$ cat config.mk
export PLATFORM = sky130hd
export DESIGN_NAME = instr_sequencer
export DESIGN_NICKNAME = d
export VERILOG_FILES = /design/src/rtl/instr_sequencer.sv
export SDC_FILE = /design/constraint.sdc
export NUM_CORES = 1
export LEC_CHECK = 0
export ABC_AREA = 1
export CAP_MARGIN = 20
export CORE_MARGIN = 1.5
export CORE_UTILIZATION = 38
export DETAILED_ROUTE_END_ITERATION = 7
export HOLD_SLACK_MARGIN = 0.02
export PLACE_DENSITY_LB_ADDON = 0.3
export RECOVER_POWER = 50
export SYNTH_ARGS = -nofsm -noshare
export SYNTH_HDL_FRONTEND = slang
export SYNTH_SLANG_ARGS = --single-unit
$ cat constraint.sdc
create_clock -name clk -period 2.1 [get_ports clk]
set_input_delay 0.42 -clock clk [delete_from_list [all_inputs] [get_ports clk]]
set_output_delay 0.42 -clock clk [all_outputs]
set_load 0.01 [all_outputs]
$ cat src/rtl/instr_sequencer.sv
// Fetch/decode/execute sequencer feeding the accumulator/ALU stage.
// Memory requests, addresses, ALU pulses and halted are registered.
module instr_sequencer #(
    parameter int                ADDR_W   = 8,
    parameter logic [ADDR_W-1:0] START_PC = '0
) (
    input  logic              clk,
    input  logic              rst_n,
    input  logic              start,
    output logic [ADDR_W-1:0] mem_addr,
    output logic              mem_rd,
    output logic              mem_wr,
    output logic [15:0]       mem_wdata,
    input  logic [15:0]       mem_rdata,
    input  logic              mem_ready,
    output logic [15:0]       IR_out,
    output logic [15:0]       BR_out,
    output logic [ADDR_W-1:0] PC_out,
    output logic [9:0]        alu_c,
    input  logic [15:0]       ACC_in,
    input  logic [3:0]        ALUflags,
    output logic              halted
);

    typedef enum logic [2:0] {
        S_IDLE,
        S_FETCH,
        S_DECODE,
        S_OPERAND,
        S_EXEC,
        S_STORE,
        S_HALT
    } state_t;

    localparam logic [7:0] OP_STORE  = 8'h01;
    localparam logic [7:0] OP_LOAD   = 8'h02;
    localparam logic [7:0] OP_ADD    = 8'h03;
    localparam logic [7:0] OP_SUB    = 8'h04;
    localparam logic [7:0] OP_JMPGEZ = 8'h05;
    localparam logic [7:0] OP_JMP    = 8'h06;
    localparam logic [7:0] OP_HALT   = 8'h07;

    localparam logic [9:0] ALU_LOAD = 10'b0010000000;
    localparam logic [9:0] ALU_ADD  = 10'b0000000010;
    localparam logic [9:0] ALU_SUB  = 10'b0000000001;

    state_t            state, state_nx;
    logic [ADDR_W-1:0] pc, pc_nx;
    logic [15:0]       ir, ir_nx;
    logic [15:0]       br, br_nx;
    logic [ADDR_W-1:0] addr_nx;
    logic [9:0]        alu_nx;
    logic [7:0]        opcode;
    logic [ADDR_W-1:0] opnd_addr;
    logic              sf;
    logic              unused_flags;

    assign opcode       = ir[15:8];
    assign opnd_addr    = ir[ADDR_W-1:0];
    assign sf           = ALUflags[0];
    assign unused_flags = ^ALUflags[3:1];

    always_comb begin
        state_nx = state;
        pc_nx    = pc;
        ir_nx    = ir;
        br_nx    = br;
        unique case (state)
            S_IDLE, S_HALT: begin
                if (start) begin
                    pc_nx    = START_PC;
                    state_nx = S_FETCH;
                end
            end
            S_FETCH: begin
                if (mem_ready) begin
                    ir_nx    = mem_rdata;
                    pc_nx    = pc + 1'b1;
                    state_nx = S_DECODE;
                end
            end
            S_DECODE: begin
                case (opcode)
                    OP_STORE:                 state_nx = S_STORE;
                    OP_LOAD, OP_ADD, OP_SUB:  state_nx = S_OPERAND;
                    OP_JMPGEZ: begin
                        if (!sf) pc_nx = opnd_addr;
                        state_nx = S_FETCH;
                    end
                    OP_JMP: begin
                        pc_nx    = opnd_addr;
                        state_nx = S_FETCH;
                    end
                    OP_HALT:                  state_nx = S_HALT;
                    default:                  state_nx = S_FETCH;
                endcase
            end
            S_OPERAND: begin
                if (mem_ready) begin
                    br_nx    = mem_rdata;
                    state_nx = S_EXEC;
                end
            end
            S_EXEC:  state_nx = S_FETCH;
            S_STORE: if (mem_ready) state_nx = S_FETCH;
            default: state_nx = S_IDLE;
        endcase
    end

    // Outputs are precomputed from the next state so they register cleanly
    always_comb begin
        addr_nx = mem_addr;
        case (state_nx)
            S_FETCH:            addr_nx = pc_nx;
            S_OPERAND, S_STORE: addr_nx = opnd_addr;
            default:            addr_nx = mem_addr;
        endcase
        alu_nx = '0;
        if (state_nx == S_EXEC) begin
            case (opcode)
                OP_LOAD: alu_nx = ALU_LOAD;
                OP_ADD:  alu_nx = ALU_ADD;
                OP_SUB:  alu_nx = ALU_SUB;
                default: alu_nx = '0;
            endcase
        end
    end

    always_ff @(posedge clk) begin
        if (rst_n) begin
            state    <= S_IDLE;
            pc       <= START_PC;
            ir       <= '0;
            br       <= '0;
            mem_addr <= '0;
            mem_rd   <= 1'b0;
            mem_wr   <= 1'b0;
            alu_c    <= '0;
            halted   <= 1'b0;
        end else begin
            state    <= state_nx;
            pc       <= pc_nx;
            ir       <= ir_nx;
            br       <= br_nx;
            mem_addr <= addr_nx;
            mem_rd   <= (state_nx == S_FETCH) || (state_nx == S_OPERAND);
            mem_wr   <= (state_nx == S_STORE);
            alu_c    <= alu_nx;
            halted   <= (state_nx == S_HALT);
        end
    end

    assign mem_wdata = mem_wr ? ACC_in : 16'h0000;
    assign IR_out    = ir;
    assign BR_out    = br;
    assign PC_out    = pc;

endmodule

==> results.cfg, run 1 <==
[status]
outcome = finished, final reports clean

[detailed_routing]
drtAntennaViolNets = 0
first_pass_iters = 4
avgViaCountPerCell = 4.78
routedWlPerCell_microns = 12.1
routed_wl_mm = 8.22
drc = 0
vias = 3242
drt_iter0_drc = 158

[synthesis]
yosys.area.top_type = dfxtp_1
yosysSeqAreaShare = 0.389
synth_area_sq_um = 2930
yosys_warnings = 0
syn-instance-count = 455
yosysUniqueCellTypes = 29
netlist_top_cells_area = dfxtp_1 (39%), nand2_1 (17%), inv_1 (7.8%), nor2_1 (7.4%), nand3_1 (6.0%)
ys_ff_latch = 57
yosys.area.top_type_share = 0.389
syn_avg_cell_area_sq_um = 6.44

[sta]
slew_headroom = 0.582
postLayoutSetupSlackWorst_ns = 0.147
hold_viol_final = 0
slew_viol_final = 0
rsz0062_at_grt = no
finalCriticalPeriod_ns = 1.95
final-setup-viol-count = 0
fin_crit_sh = 0.930
fin_setup_tns_ns = 0
fin_skew_ns = 0.00881
worst_pin_slew_ns = 0.627
clock.fmax_mhz = 512
hold_ws_ns = 0.466

[hold_path]
hp-start = BR_out[3]$_SDFFE_PP0P_
hp-class = flop to flop
hold_depth = 2
holdPathEnd = BR_out[3]$_SDFFE_PP0P_

[layout]
drive_above_1_share = 0.100
antennaDiodeCount = 0
nets = 619
final_cells = 678
final_common_cell = nand2_1
area_growth_pct = 48.0
num-fill-cells = 697
mostFrequentLayoutCells = nand2_1 (131), clkdlybuf4s50_1 (73), inv_1 (61), dfxtp_1 (56), nor2_1 (54)

[floorplanning]
placementRows = 31
initial_core_util = 0.398
dieArea_sq_um = 8250
die_x_microns = 90.8
ios = 117
core_region_area_sq_um = 7370
die_y_microns = 90.8

[setup_path]
worstPathArrival_ns = 1.53
crit_path_end_kind = output pin
worstReg2RegStart = state[2]$_SDFF_PP0_
worst_path_most_repeated_cell = clkdlybuf4s50_1
slowest_delay_ns = 0.54
critPathLaunchType = input pin
r2r_end = mem_addr[3]$_SDFFE_PP0P_
crit_slowest_cell = clkdlybuf4s50_1
reg2reg_setup_slack_ns = 0.21
worstSetupPathType = input pin to output pin
cp.required_ns = 1.68
path_cells = clkdlybuf4s50_1 -> nand2_1 -> inv_1 -> clkdlybuf4s50_1
rr_worst_depth = 12
crit_fanout = 1
crit_buf_inv = 3
crit_family = buffers and inverters

[pwr]
p_leak_nw = 1.99
p_total_mw = 2.62
p_per_area_nw_per_um2 = 603
peakVddDrop_uv = 406

[global_routing]
grt-ovfl-total = 0
grtUsageMet2 = 0.338
busiest_layer = met2
grt_max_degree = 35
grt_pass1_wl_mm = 14.0
met3_usage = 0.0606
antenna_found_initial = 0
grt_pass1_vias = 3121
grt.total_usage = 0.208
met1_usage = 0.257

[cts]
path_clk_slew_ns = 0.05
cts_buffers = 9
cts_hold_buf = 0
cts_tree = built
htreeDepth = 3
cts_buffer_depth = 2
clk_latency_ns = 0.34
postCtsSetupBuffers = 0
cts.sinks = 57
cts_root_buf = clkbuf_8

[place]
dp_hpwl_mm = 6.34
port_buffers = 106
placed_cells = 665
gp_congestion = 0.824
post-place-ws_ns = -0.207

[job]
drv_cap = 0
==> repair_timing <==
item	4_1_cts	5_1_grt
setup endpoints to repair	7	4
pin swaps	0	1
resized for setup	1	8
hold endpoints to repair	0	0
gates cloned	0	0
==> layout make-up <==
| class | count | area [sq um] | area share |
|---|---|---|---|
| multi-input cells | 316 | 1460 | 0.336 |
| repair buffers | 129 | 1220 | 0.282 |
| flip-flops and latches | 57 | 1140 | 0.263 |
| inverters | 64 | 240 | 0.0554 |
| clock buffers | 12 | 145 | 0.0335 |
| well taps | 99 | 124 | 0.0286 |
| clock inverters | 1 | 5.00 | 0.00115 |
==> worst register-to-register path: stages (launching register included) <==
cell and delay [ns]:
dfxtp_1 0.45, inv_1 0.14, nand2_2 0.15, nand2_1 0.06, nor2_1 0.23, nor2_4 0.10, nand3_4 0.13, buf_12 0.13
nand2_4 0.08, nand2_1 0.09, nand2_1 0.05, o21ai_1 0.12, inv_1 0.05
==> layer usage <==
| metal | up-vias | part of all wire | wire [microns] |
|---|---|---|---|
| met5 | - | 0 | 0 |
| met4 | 0 | 0.021 | 174 |
| met3 | 17 | 0.066 | 541 |
| met2 | 112 | 0.46 | 3780 |
| met1 | 1464 | 0.45 | 3720 |
| li1 | 1649 | - | - |
==> kinds of logic (layout without fill, tap and decap cells) <==
kind of cell,after synthesis,in the layout,synth area share
other cells,1,7,0.00128
buf+inv,88,206,0.130
simple gates,246,246,0.355
flops,57,57,0.389
fa+ha+maj,2,2,0.00854
compound gates,61,61,0.115
==> flip-flops by register name, indices dropped and copies added (netlist names) <==
register / count
IR_out: 16
halted: 1
mem_rd: 1
PC_out: 8
BR_out: 16
mem_wr: 1
mem_addr: 8
alu_c: 3
state: 3
==> power breakdown <==
| part | switching [mW] | internal (mW) |
|---|---|---|
| Clock | 0.403 | 0.439 |
| Combinational | 0.319 | 0.271 |
| Sequential | 0.0420 | 1.14 |
==> worst max-delay path by stage <==
stage | start | endpoint | cells after the start
after detailed placement | mem_ready | mem_addr[3]$_SDFFE_PP0P_ | 11
after floorplan | state[1]$_SDFF_PP0_ | mem_addr[1]$_SDFFE_PP0P_ | 12
after global routing | state[2]$_SDFF_PP0_ | mem_addr[3]$_SDFFE_PP0P_ | 12
after CTS | ACC_in[8] | mem_wdata[8] | 4
final | ACC_in[8] | mem_wdata[8] | 4
after global placement | mem_ready | mem_addr[3]$_SDFFE_PP0P_ | 11
==> per-stage QoR <==
step | cell area (sq um) | util
6_report | 4340 | 0.589
5_1_grt | 4340 | 0.589
4_1_cts | 4330 | 0.587
3_5_place_dp | 4180 | 0.567
3_3_place_gp | 4180 | 0.567
2_1_floorplan | 2950 | -
==> synth_stat cells (all sizes together) <==
cell type	n
clkbuf	10
nor4	3
conb	1
a31oi	1
nand4	2
or2	1
inv	64
nand2	137
o21ai	14
a211oi	11
nand3b	1
nor3	2
a31o	1
dfxtp	57
nor2	63
buf	14
a21oi	34
ha	2
nand3	37
Note: power is estimated with default switching activity, not from simulation.
==> run 2: changes to the inputs <==
--- a/config.mk
+++ b/config.mk
@@ -6,11 +6,9 @@
 export NUM_CORES = 1
 export LEC_CHECK = 0
 export ABC_AREA = 1
-export CAP_MARGIN = 20
 export CORE_MARGIN = 1.5
-export CORE_UTILIZATION = 38
+export CORE_UTILIZATION = 32
 export DETAILED_ROUTE_END_ITERATION = 7
-export HOLD_SLACK_MARGIN = 0.02
 export PLACE_DENSITY_LB_ADDON = 0.3
 export RECOVER_POWER = 50
 export SYNTH_ARGS = -nofsm -noshare
==> results.cfg, run 2 (synthesized netlist as in run 1, its figures left out) <==
[floorplanning]
die_y_microns = 98.7
placementRows = 34
die_x_microns = 98.7
dieArea_sq_um = 9740
initial_core_util = 0.333
ios = 117
core_region_area_sq_um = 8810

[cts]
cts_buffer_depth = 2
clk_latency_ns = 0.32
cts_hold_buf = 0
cts_root_buf = clkbuf_8
htreeDepth = 3
cts_buffers = 9
cts.sinks = 57
cts_tree = built
path_clk_slew_ns = 0.06

[setup_path]
worstSetupPathType = input pin to output pin
critPathLaunchType = input pin
crit_fanout = 1
crit_path_end_kind = output pin
cp.required_ns = 1.68
worstPathArrival_ns = 1.52

[pwr]
combinationalPowerShare = 0.212
intPower_mw = 2.06
peakVddDrop_uv = 380
seqPwrFrac = 0.417
power_frac_clock = 0.371
p_per_area_nw_per_um2 = 639
p_switching_uw = 782
p_leak_nw = 2.05
swShare = 0.275

[global_routing]
grt_pass1_vias = 3057
grt-ovfl-total = 0
grt_pass1_wl_mm = 14.2
grt.total_usage = 0.179
grt_max_degree = 29
antenna_found_initial = 0

[detailed_routing]
top_layer = met4
routed_wl_mm = 8.46
drtAntennaViolNets = 0
vias = 3230
m1WireLength_mm = 3.88
drc = 0
dr_wl_met3_microns = 515
avgViaCountPerCell = 4.65
routedWlPerCell_microns = 12.2
drt_iter0_drc = 119
route.met2.wl_mm = 3.95
first_pass_iters = 7

[layout]
final_common_cell = nand2_1
area_growth_pct = 51.9
final_cells = 694
antennaDiodeCount = 0
mostFrequentLayoutCells = nand2_1 (131), clkdlybuf4s50_1 (70), inv_1 (60), dfxtp_1 (56), nor2_1 (55)
nets = 623
drive_above_1_share = 0.111

[place]
placed_cells = 678
dp_hpwl_mm = 6.49
port_buffers = 106
gp_congestion = 0.792

[sta]
slew_headroom = 0.643
worst_pin_slew_ns = 0.536
rsz0062_at_grt = no
fin_skew_ns = 0.00543
clock.fmax_mhz = 515
fin_setup_tns_ns = 0
hold_viol_final = 0
final-setup-viol-count = 0
slew_viol_final = 0
fin_crit_sh = 0.924
finalCriticalPeriod_ns = 1.94

[status]
outcome = finished, final reports clean

[job]
drv_cap = 0

[hold_path]
hp-class = flop to flop
==> run 2: cell types whose count changed in the layout (fill, tap and decap cells not counted), sizes merged <==
cell	previous run	this run
clkbuf	19	20
buf	17	22
clkdlybuf4s50	73	70
dlygate4sd3	32	35
bufinv	0	1
==> run 2: critical path, stage by stage <==
cell	delay, ns
clkdlybuf4s50_1	0.46
nand2_1	0.05
inv_1	0.06
clkdlybuf4s50_1	0.54
==> run 2: final cells by class <==
cell class | instances | area, sq um
clock inverters | 2 | 35.0
flip-flops and latches | 57 | 1140
fillers | 869 | 4350
clock buffers | 14 | 173
repair buffers | 133 | 1270
multi-input cells | 316 | 1460
well taps | 108 | 135
inverters | 64 | 240
==> run 2: metrics by stage <==
stage | power, mW | hold WS [ns] | setup slack (ns) | util | cell area, sq um
after floorplan | 1.53 | 0.490 | 0.431 | - | 2950
after global placement | 1.81 | 0.453 | -0.148 | 0.480 | 4230
after detailed placement | 1.82 | 0.459 | -0.217 | 0.480 | 4230
after CTS | 2.88 | 0.470 | 0.0826 | 0.504 | 4440
after global routing | 2.99 | 0.491 | 0.00977 | 0.506 | 4450
final | 2.84 | 0.462 | 0.159 | 0.506 | 4450
==> run 2: final timing paths <==
path / start / end / slack, ns / cells past startpoint
worst max register to register: state[2]$_SDFF_PP0_ / mem_addr[3]$_SDFFE_PP0P_ / 0.19 / 12
worst min register to register: BR_out[15]$_SDFFE_PP0P_ / BR_out[15]$_SDFFE_PP0P_ / 0.46 / 2
worst max-delay path: ACC_in[14] / mem_wdata[14] / 0.16 / 4
worst min-delay path: BR_out[15]$_SDFFE_PP0P_ / BR_out[15]$_SDFFE_PP0P_ / 0.46 / 2
==> run 2: power groups by stage <==
stage	Sequential (mW)	Clock, mW	Combinational [mW]
4_1_cts	1.19	1.08	0.613
3_3_place_gp	1.21	0	0.598
5_1_grt	1.19	1.14	0.665
2_1_floorplan	1.23	0	0.302
6_report	1.18	1.06	0.603
3_5_place_dp	1.21	0	0.606
==> run 2: what timing repair did <==
action / CTS / global route
pin swaps: 0 / 1
resized for setup: 1 / 8
endpoints found under the setup margin: 12 / 10
cloned: 0 / 0
setup buffers: 0 / 0
==> run 2: per-layer routing <==
metal	vias up	track usage
li1	1670	-
met1	1474	0.235
met2	78	0.285
met3	8	0.0482
met4	0	0.0670
met5	-	0
